## config.mk

```make
export PLATFORM = sky130hd
export DESIGN_NAME = sample_fetch_arbiter_flat
export DESIGN_NICKNAME = d
export VERILOG_FILES = /design/src/rtl/synth_pkg.sv /design/src/rtl/sample_fetch_arbiter_if.sv /design/src/rtl/rr_priority_pick.sv /design/src/rtl/sample_fetch_arbiter.sv /design/src/flat_wrapper.sv
export SDC_FILE = /design/constraint.sdc
export NUM_CORES = 1
export LEC_CHECK = 0
export CAP_MARGIN = 10
export CORE_ASPECT_RATIO = 0.75
export CORE_UTILIZATION = 47
export CTS_BUF_LIST = sky130_fd_sc_hd__clkbuf_8
export DETAILED_ROUTE_END_ITERATION = 7
export HOLD_SLACK_MARGIN = 0.06
export PLACE_DENSITY = 0.95
export SLEW_MARGIN = 40
export SYNTH_ARGS = -nofsm -noshare
export SYNTH_HDL_FRONTEND = slang
export SYNTH_SLANG_ARGS = --single-unit
```

## constraint.sdc

```tcl
create_clock -name Clk -period 6 [get_ports Clk]
set_input_delay 1.5 -clock Clk [delete_from_list [all_inputs] [get_ports Clk]]
set_output_delay 1.5 -clock Clk [all_outputs]
set_load 0.01 [all_outputs]
```

## src/rtl/synth_pkg.sv

```systemverilog
// Shared types and constants for the sample fetch arbiter.
// Voice indices, masks and the fetch controller state encoding.
package synth_pkg;

    localparam int NUM_VOICES = 4;
    localparam int SAMPLE_W   = 16;
    localparam int ADDR_W     = 16;

    typedef logic [1:0]            voice_idx_t;
    typedef logic [NUM_VOICES-1:0] voice_mask_t;

    typedef enum logic [1:0] {
        IDLE,
        BUSY,
        RETURN
    } fetch_state_t;

    function automatic voice_mask_t voice_onehot(voice_idx_t i);
        return voice_mask_t'(1) << i;
    endfunction

endpackage

```

## src/rtl/sample_fetch_arbiter_if.sv

```systemverilog
// Voice request / ROM bus bundle for the sample fetch arbiter.
// master is the arbiter side, slave is the voices plus ROM side.
interface sample_fetch_arbiter_if;
    import synth_pkg::*;

    voice_mask_t                       req;
    logic [NUM_VOICES-1:0][ADDR_W-1:0] req_addr;
    logic                              sample_tick;
    logic                              overrun_clr;
    logic [ADDR_W-1:0]                 Addr_out;
    voice_idx_t                        select_out;
    logic                              bus_en;
    logic [SAMPLE_W-1:0]               Data_in;
    logic [SAMPLE_W-1:0]               Data_out;
    voice_mask_t                       ack;
    logic                              overrun;

    modport master (
        input  req, req_addr, sample_tick, overrun_clr, Data_in,
        output Addr_out, select_out, bus_en, Data_out, ack, overrun
    );

    modport slave (
        output req, req_addr, sample_tick, overrun_clr, Data_in,
        input  Addr_out, select_out, bus_en, Data_out, ack, overrun
    );

endinterface

```

## src/rtl/rr_priority_pick.sv

```systemverilog
// Round-robin picker: first set request starting at ptr, wrapping.
// Purely combinational so it can be exercised on its own.
module rr_priority_pick
    import synth_pkg::*;
(
    input  voice_mask_t req,
    input  voice_idx_t  ptr,
    output logic        valid,
    output voice_idx_t  idx
);

    voice_mask_t rot;
    voice_idx_t  off;

    // Rotate so bit 0 is the voice at ptr, then take the lowest set bit.
    always_comb begin
        rot = '0;
        off = '0;
        for (int i = 0; i < NUM_VOICES; i++) begin
            rot[i] = req[ptr + voice_idx_t'(i)];
        end
        for (int i = NUM_VOICES - 1; i >= 0; i--) begin
            if (rot[i]) begin
                off = voice_idx_t'(i);
            end
        end
        valid = |rot;
        idx   = ptr + off;
    end

endmodule

```

## src/rtl/sample_fetch_arbiter.sv

```systemverilog
// Shares one sample-ROM bus among four voices, round-robin.
// Holds the bus for the ROM latency, acks the sample, tracks overrun.
module sample_fetch_arbiter
    import synth_pkg::*;
#(
    parameter int READ_LAT = 1
) (
    input logic                   Clk,
    input logic                   Reset,
    sample_fetch_arbiter_if.master bus
);

    localparam logic [2:0] LAST = 3'(READ_LAT);

    fetch_state_t state;
    voice_idx_t   ptr;
    voice_idx_t   idx;
    logic [2:0]   cnt;
    voice_mask_t  pending;
    voice_mask_t  eff;
    logic         pick_valid;
    voice_idx_t   pick_idx;
    logic         tick_miss;

    assign eff = bus.req & ~bus.ack;

    rr_priority_pick u_pick (
        .req   (eff),
        .ptr   (ptr),
        .valid (pick_valid),
        .idx   (pick_idx)
    );

    // Fetch controller: grant, hold bus READ_LAT+1 cycles, ack one cycle.
    always_ff @(posedge Clk) begin
        if (Reset) begin
            state          <= IDLE;
            ptr            <= '0;
            idx            <= '0;
            cnt            <= '0;
            bus.Addr_out   <= '0;
            bus.select_out <= '0;
            bus.bus_en     <= 1'b0;
            bus.Data_out   <= '0;
            bus.ack        <= '0;
        end else begin
            bus.ack <= '0;
            unique case (state)
                IDLE: begin
                    if (pick_valid) begin
                        idx            <= pick_idx;
                        bus.Addr_out   <= bus.req_addr[pick_idx];
                        bus.select_out <= pick_idx;
                        bus.bus_en     <= 1'b1;
                        cnt            <= '0;
                        state          <= BUSY;
                    end
                end
                BUSY: begin
                    if (cnt == LAST) begin
                        bus.Data_out   <= bus.Data_in;
                        bus.ack        <= voice_onehot(idx);
                        bus.bus_en     <= 1'b0;
                        bus.Addr_out   <= '0;
                        bus.select_out <= '0;
                        state          <= RETURN;
                    end else begin
                        cnt <= cnt + 3'd1;
                    end
                end
                RETURN: begin
                    ptr   <= idx + voice_idx_t'(1);
                    state <= IDLE;
                end
                default: state <= IDLE;
            endcase
        end
    end

    assign tick_miss = bus.sample_tick && (|(pending & ~bus.ack));

    // Per-period service tracking; an ack in the tick cycle counts as served.
    always_ff @(posedge Clk) begin
        if (Reset) begin
            pending     <= '0;
            bus.overrun <= 1'b0;
        end else begin
            if (bus.sample_tick) begin
                pending <= bus.req & ~bus.ack;
            end else begin
                pending <= pending & ~bus.ack;
            end
            if (tick_miss) begin
                bus.overrun <= 1'b1;
            end else if (bus.overrun_clr) begin
                bus.overrun <= 1'b0;
            end
        end
    end

endmodule

```

## src/flat_wrapper.sv

```systemverilog
// flat-port wrapper written by rule: the top's interface ports become plain ports
module sample_fetch_arbiter_flat import synth_pkg::*;
#(
    parameter int READ_LAT = 1
)
  (Clk, Reset, bus_req, bus_req_addr, bus_sample_tick, bus_overrun_clr, bus_Data_in, bus_Addr_out, bus_select_out, bus_bus_en, bus_Data_out, bus_ack, bus_overrun);
  sample_fetch_arbiter_if bus_i ();
  input logic Clk;
  input logic Reset;
  input wire logic [$bits(bus_i.req)-1:0] bus_req;
  input wire logic [$bits(bus_i.req_addr)-1:0] bus_req_addr;
  input wire logic [$bits(bus_i.sample_tick)-1:0] bus_sample_tick;
  input wire logic [$bits(bus_i.overrun_clr)-1:0] bus_overrun_clr;
  input wire logic [$bits(bus_i.Data_in)-1:0] bus_Data_in;
  output wire logic [$bits(bus_i.Addr_out)-1:0] bus_Addr_out;
  output wire logic [$bits(bus_i.select_out)-1:0] bus_select_out;
  output wire logic [$bits(bus_i.bus_en)-1:0] bus_bus_en;
  output wire logic [$bits(bus_i.Data_out)-1:0] bus_Data_out;
  output wire logic [$bits(bus_i.ack)-1:0] bus_ack;
  output wire logic [$bits(bus_i.overrun)-1:0] bus_overrun;
  assign bus_i.req = bus_req;
  assign bus_i.req_addr = bus_req_addr;
  assign bus_i.sample_tick = bus_sample_tick;
  assign bus_i.overrun_clr = bus_overrun_clr;
  assign bus_i.Data_in = bus_Data_in;
  assign bus_Addr_out = bus_i.Addr_out;
  assign bus_select_out = bus_i.select_out;
  assign bus_bus_en = bus_i.bus_en;
  assign bus_Data_out = bus_i.Data_out;
  assign bus_ack = bus_i.ack;
  assign bus_overrun = bus_i.overrun;
  sample_fetch_arbiter #(.READ_LAT(READ_LAT)) u_core (.Clk(Clk), .Reset(Reset), .bus(bus_i));
endmodule
```

======== Word-level counts from Yosys, hierarchy flattened ========
Cells that the tools add are included.
word-level totals
  register bits after elaboration ......... 53
  bits in latches ......................... 0
  memory bits (writable) .................. 0
  bits in read-only memories .............. 0
  bits of input ports ..................... 88
  output and inout port bits .............. 40
  logic and storage cells ................. 78
  memories ................................ 0
cells by class
  $add $sub $neg .......................... 6
  multiply operators ...................... 0
  divide/modulo/power cells ............... 0
  magnitude comparators ................... 5
  eq/ne operators ......................... 6
  shifts and indexed selects .............. 1
  multiplexer cells ....................... 32
  bitwise logic cells ..................... 5
  reduce and logical (&&, ||, !) cells .... 12
operators by type and width
  cell                   number
  $mux W16               3
  $bmux W16 S2           1
  $pmux W16 S2           1
  $mux W2                8
  $lt A2 B3 Y1 const B   5
  $and A4 B4 Y4          2
  $bmux W1 S2            4
  $mux W1                8
  $pmux W2 S2            2
  $reduce_or A4 Y1       2
  $mux W3                2
  $pmux W3 S2            1
  $reduce_and A2 Y1      3
  $reduce_and A3 Y1      2
  $add A2 B1 Y2 const B  2
  $add A2 B2 Y2 const B  2
  $mux W4                1
  $ne A2 B1 Y1 const B   2
  $not A4 Y4             1
  $reduce_bool A2 Y1     2
  $shl A1 B2 Y4 const A  1
  $add A3 B1 Y3 const B  1
  $eq A3 B1 Y1 const B   1
  $reduce_or A3 Y1       1
  other kinds (8)        9

======== Depth between registers and ports, before layout ========
  depth in word-level cells ............... 13
  gate-level depth with buffers ........... 13
  depth with buffers taken out ............ 11

======== Cells and area by module ========
From an unflattened synthesis, not the netlist that was laid out.
unflattened totals
  cell total of the unflattened synthesis .. 240
  area, all modules ....................... 2486.1 µm²
modules (own cells, without submodules)
  module                times used  cells an instance  area each (µm²)  seq. area each (µm²)
  sample_fetch_arbiter  1           215                2319.7           1061.0
  rr_priority_pick      1           25                 166.4            0.0

======== Worst setup path after synthesis ========
OpenSTA, ideal clock, no wires.
  kind .................................... input to register
  start ................................... input bus_req[2]
  end ..................................... register u_core.bus.Addr_out[12]
  library setup time ...................... 0.122 ns
  data arrival time ....................... 3.862 ns
  data required time ...................... 5.878 ns
  slack ................................... 2.016 ns
  stages on the path ...................... 12
  buffers on the path ..................... 3
  cells stage by stage .................... nor2b_1 -> buf_6 -> nor3_1 -> a311oi_1 -> o221ai_1 -> ha_1 -> clkbuf_1 -> buf_1 -> mux2i_1 -> o22a_1 -> nor2_1 -> a221o_1
between the ends
  longest elaborated chain between the ends .. 12
  elaborated cells between the ends (all ways) .. 21
  those cells by class .................... add/sub: 1; eq/ne: 1; mux: 16; bitwise: 1; reduce/logical: 2
RTL lines
  element                             RTL line                       text
  from (decl)                         flat_wrapper.sv:10             input wire logic [$bits(bus_i.req)-1:0] bus_req;
  $and A4 B4 Y4 (*)                   sample_fetch_arbiter.sv:25     assign eff = bus.req & ~bus.ack;
  $bmux W1 S2                         rr_priority_pick.sv:20         rot[i] = req[ptr + voice_idx_t'(i)];
  $mux W1 (implied by the code)       rr_priority_pick.sv:20
  $mux W2 (3 in series)               rr_priority_pick.sv:23         if (rot[i]) begin
  $mux W2 (*)                         rr_priority_pick.sv:23
  $add A2 B2 Y2 (*)                   rr_priority_pick.sv:28         idx = ptr + off;
  via u_core.pick_idx[0]              sample_fetch_arbiter.sv:22     voice_idx_t pick_idx;
  $bmux W16 S2 (*)                    sample_fetch_arbiter.sv:52     bus.Addr_out <= bus.req_addr[pick_idx];
  $mux W16 (implied by the code) (*)  sample_fetch_arbiter.sv:52
  $mux W16 (*)                        sample_fetch_arbiter.sv:50     if (pick_valid) begin
  $pmux W16 S2 (*)                    sample_fetch_arbiter.sv:48     unique case (state)
  to (signal assigned)                sample_fetch_arbiter.sv:52
  to (decl)                           sample_fetch_arbiter_if.sv:20  output Addr_out, select_out, bus_en, Data_out, ack, overrun
Mark *: on every way through the listed nets, which the timed path passes. The rest lies on a longest branch. The select of a mux whose other input is x is not followed.
A chain may end at the register's enable or synchronous reset.

======== Final worst setup path ========
  start ................................... input bus_req[2]
  end ..................................... register u_core.bus.Addr_out[13]
Same word-level chain as after synthesis.

==> results by group <==
Clock tree
  – Post-CTS Resized: 0
  – CTS HTree Levels: 2
  – Clock transition at path regs: 0.10 ns
  – CTS root buffer: clkbuf_8
  – Clk_lat worst skew: 0.30 ns
  – Total clock sinks: 53
  – CTS tree: yes
  – Longest Clk Path Bufs: 2
  – # Post-CTS Setup Buffers: 0
  – Hold-fix buffers at CTS: 0
  – Clock buffer count from CTS: 5

Global routing
  – Met2 Resource Use GR: 42.7%
  – Initial antenna violation count: 0
  – Vias in the first global route: 2,722
  – GR Util met3: 4.28%
  – Congestion Overflow GR: 0
  – GRT Util Overall: 23.9%
  – Met1 Use GR: 29.2%
  – Global-route wire length before repair: 12.5 mm
  – Largest net degree at the start of global routing: 34
  – Layer with the highest usage: met2

Cells and area
  – Core Util, Final: 71.5%
  – Fin cells: 510
  – Ant. Diodes: 0
  – Final non-filler cell area: 0.00418 sq mm
  – Layout Nets: 522
  – Area Overhead vs Synth: 45.9%
  – Commonest non-fill, non-tap cell in the layout: clkdlybuf4s50_1
  – Share of layout cells above drive strength 1: 4.40%
  – Most frequent cells in the layout: clkdlybuf4s50_1 (127), dfxtp_1 (53), nand2_1 (40)

Logic synthesis
  – #FFs+latches synth: 53
  – Simple-gate share of the synthesized area: 17.8%
  – Synth Instances: 322
  – Number of flops mapped to enable cells by yosys: 0
  – XOR/XNOR share of the synthesized area: 1.53%
  – Register area share after synthesis: 37.0%
  – Synth Area per Inst: 8.91 sq um
  – Compound-gate portion of the synthesized area: 22.4%
  – Yosys warns: 0
  – Largest family of logic cells by synthesized area: compound AO/OA/AOI/OAI gates
  – Mux share of post-synthesis cell area: 12.9%
  – Post-synth ARST share: 0%
  – Dominant synthesized flop cell: dfxtp_1
  – Netlist cell types: 42
  – Post-Syn Nets: 413
  – Adder-cell share of the synthesized area: 1.31%
  – Synthesized area: 0.00287 sq mm

Detailed routing
  – Post-route ant nets: 0
  – DR pass1 iterations: 4
  – Total number of vias: 2,841
  – Wirelength, routed: 7.80 mm
  – DR vias/cell: 5.57
  – WL per Instance: 15.3 um
  – Final routed DRC violation total: 0
  – First DRT Iteration DRCs: 157

Min path
  – Hold Crit Class: reg -> reg

STA
  – Final Max Slew Viols: 0
  – Clock skew: 0.00528 ns
  – Slew @ Worst Pin: 0.781 ns
  – Final setup fails: 0
  – Min cycle time layout: 4.54 ns
  – Max-slew headroom: 47.9%
  – Period Utilization, post-route: 75.7%
  – Hold WS: 0.457 ns
  – Final Hold Viols: 0
  – Max Clk Rate: 220 MHz
  – Setup TNS: 0 ns
  – Final WS setup: 1.46 ns
  – RSZ-0062 raised after global routing: no

Die
  – Initial cell density of the core: 49.0%
  – Std-Cell Rows: 24
  – Vert. Die Dim: 69.6 um
  – Boundary Pins: 128
  – Die W: 92.2 um
  – Total core area: 0.00586 sq mm
  – Die footprint: 0.00642 sq mm

Place
  – Gpl congestion: 0.799
  – DP HPWL: 5.79 mm
  – I/O Buffers: 127
  – Post-Place Setup Slack: 1.21 ns
  – Placed Instances: 502
  – Dpl cell area: 0.00409 sq mm

Outcome
  – Outcome: finished, final reports clean

Critical path
  – Max FO, Critical Path: 33
  – WP data arrival: 4.74 ns
  – Bufs and invs on worst path: 1
  – Worst Setup End Kind: flop
  – Critical path required time: 6.20 ns
  – WS Path Type: in -> reg
  – Top delay family on crit path: compound AO/OA/AOI/OAI gates
  – Crit-path cells: clkdlybuf4s50_1 > nor2b_1 > nor3_1 > a311oi_1 > o221ai_1 > ha_4 > mux2i_1 > o22a_1 > nor2_1 > a221o_1
  – Slowest library cell on the worst path: ha_4
  – Worst path max stage delay: 0.68 ns
  – Worst setup SP type: input pin

Power
  – Pwr dens: 202 mW/mm^2
  – Peak VDD IR: 0.000117 V
  – Total power: 0.844 mW
  – Pleak: 1.57 nW

Flow run
  – Max_cap viols: 0
[synth_stat cells (4+ instances only)]
library cell | number | area share (%)
o22a_1 | 15 | 4.6
nand2_1 | 41 | 5.4
clkbuf_1 | 7 | 0.92
inv_1 | 6 | 0.79
buf_1 | 5 | 0.65
dfxtp_1 | 53 | 37
nor2_1 | 29 | 3.8
nor3_1 | 9 | 1.6
mux2i_1 | 37 | 13
a21oi_1 | 24 | 4.2
nand2b_1 | 7 | 1.5
o22ai_1 | 17 | 3.7
a221o_1 | 15 | 5.2
o21ai_0 | 4 | 0.70
buf_6 | 7 | 2.7
[cell type report]
class,count,area [sq um]
Sequential cell,53,1060
Fill cell,488,1670
Tap cell,78,97.6
Inverter,6,22.5
Clock inverter,3,25.0
Clock buffer,5,68.8
Timing Repair Buffer,128,1280
Multi-Input combinational cell,237,1630
[cell families (layout without fill, tap and decap cells)]
| family | count (synthesis) | count (layout) |
|---|---|---|
| xor+xnor | 5 | 5 |
| fa+ha+maj | 3 | 3 |
| compound gates | 86 | 86 |
| flops | 53 | 53 |
| simple gates | 106 | 106 |
| buf+inv | 32 | 142 |
| mux | 37 | 37 |
[report_power, final]
| group | switching (mW) | leakage (nW) | total, mW | internal (mW) |
|---|---|---|---|---|
| Combinational | 0.105 | 1.09 | 0.245 | 0.140 |
| Sequential | 0.0152 | 0.433 | 0.390 | 0.375 |
| Clock | 0.123 | 0.0452 | 0.209 | 0.0853 |
[per-layer routing]
| layer | share of wire, % | wire, um |
|---|---|---|
| met3 | 4.6 | 357 |
| met4 | 1.6 | 128 |
| met5 | 0 | 0 |
| met2 | 51 | 4000 |
| met1 | 42 | 3310 |
[registers in the layout, summed over array words and instances, names as in the netlist, 3 cells and up]
| register | cells |
|---|---|
| u_core.bus.Addr_out | 16 |
| u_core.bus.Data_out | 16 |
| u_core.bus.ack | 4 |
| u_core.cnt | 3 |
| u_core.pending | 4 |
[path summary, 6_finish.rpt]
path                            slack (ns)  cells past startpoint                              endpoint                           startpoint
worst min-delay path                  0.46                      2   u_core.bus.Data_out[8]$_SDFFE_PP0P_  u_core.bus.Data_out[8]$_SDFFE_PP0P_
worst max register to register        2.78                      9  u_core.bus.Addr_out[13]$_SDFFE_PP0P_         u_core.bus.ack[2]$_SDFF_PP0_
worst max-delay path                  1.46                     10  u_core.bus.Addr_out[13]$_SDFFE_PP0P_                           bus_req[2]
worst min register to register        0.46                      2   u_core.bus.Data_out[8]$_SDFFE_PP0P_  u_core.bus.Data_out[8]$_SDFFE_PP0P_
[worst reg2reg max path: stages (launching register included)]
cell      delay (ns)
dfxtp_1         0.36
nor2b_1         0.52
nor3_1          0.12
a311oi_1        0.32
o221ai_1        0.23
ha_4            0.68
mux2i_1         0.37
o22a_1          0.21
nor2_1          0.04
a221o_1         0.27
Power figures use the tool's default switching activity.
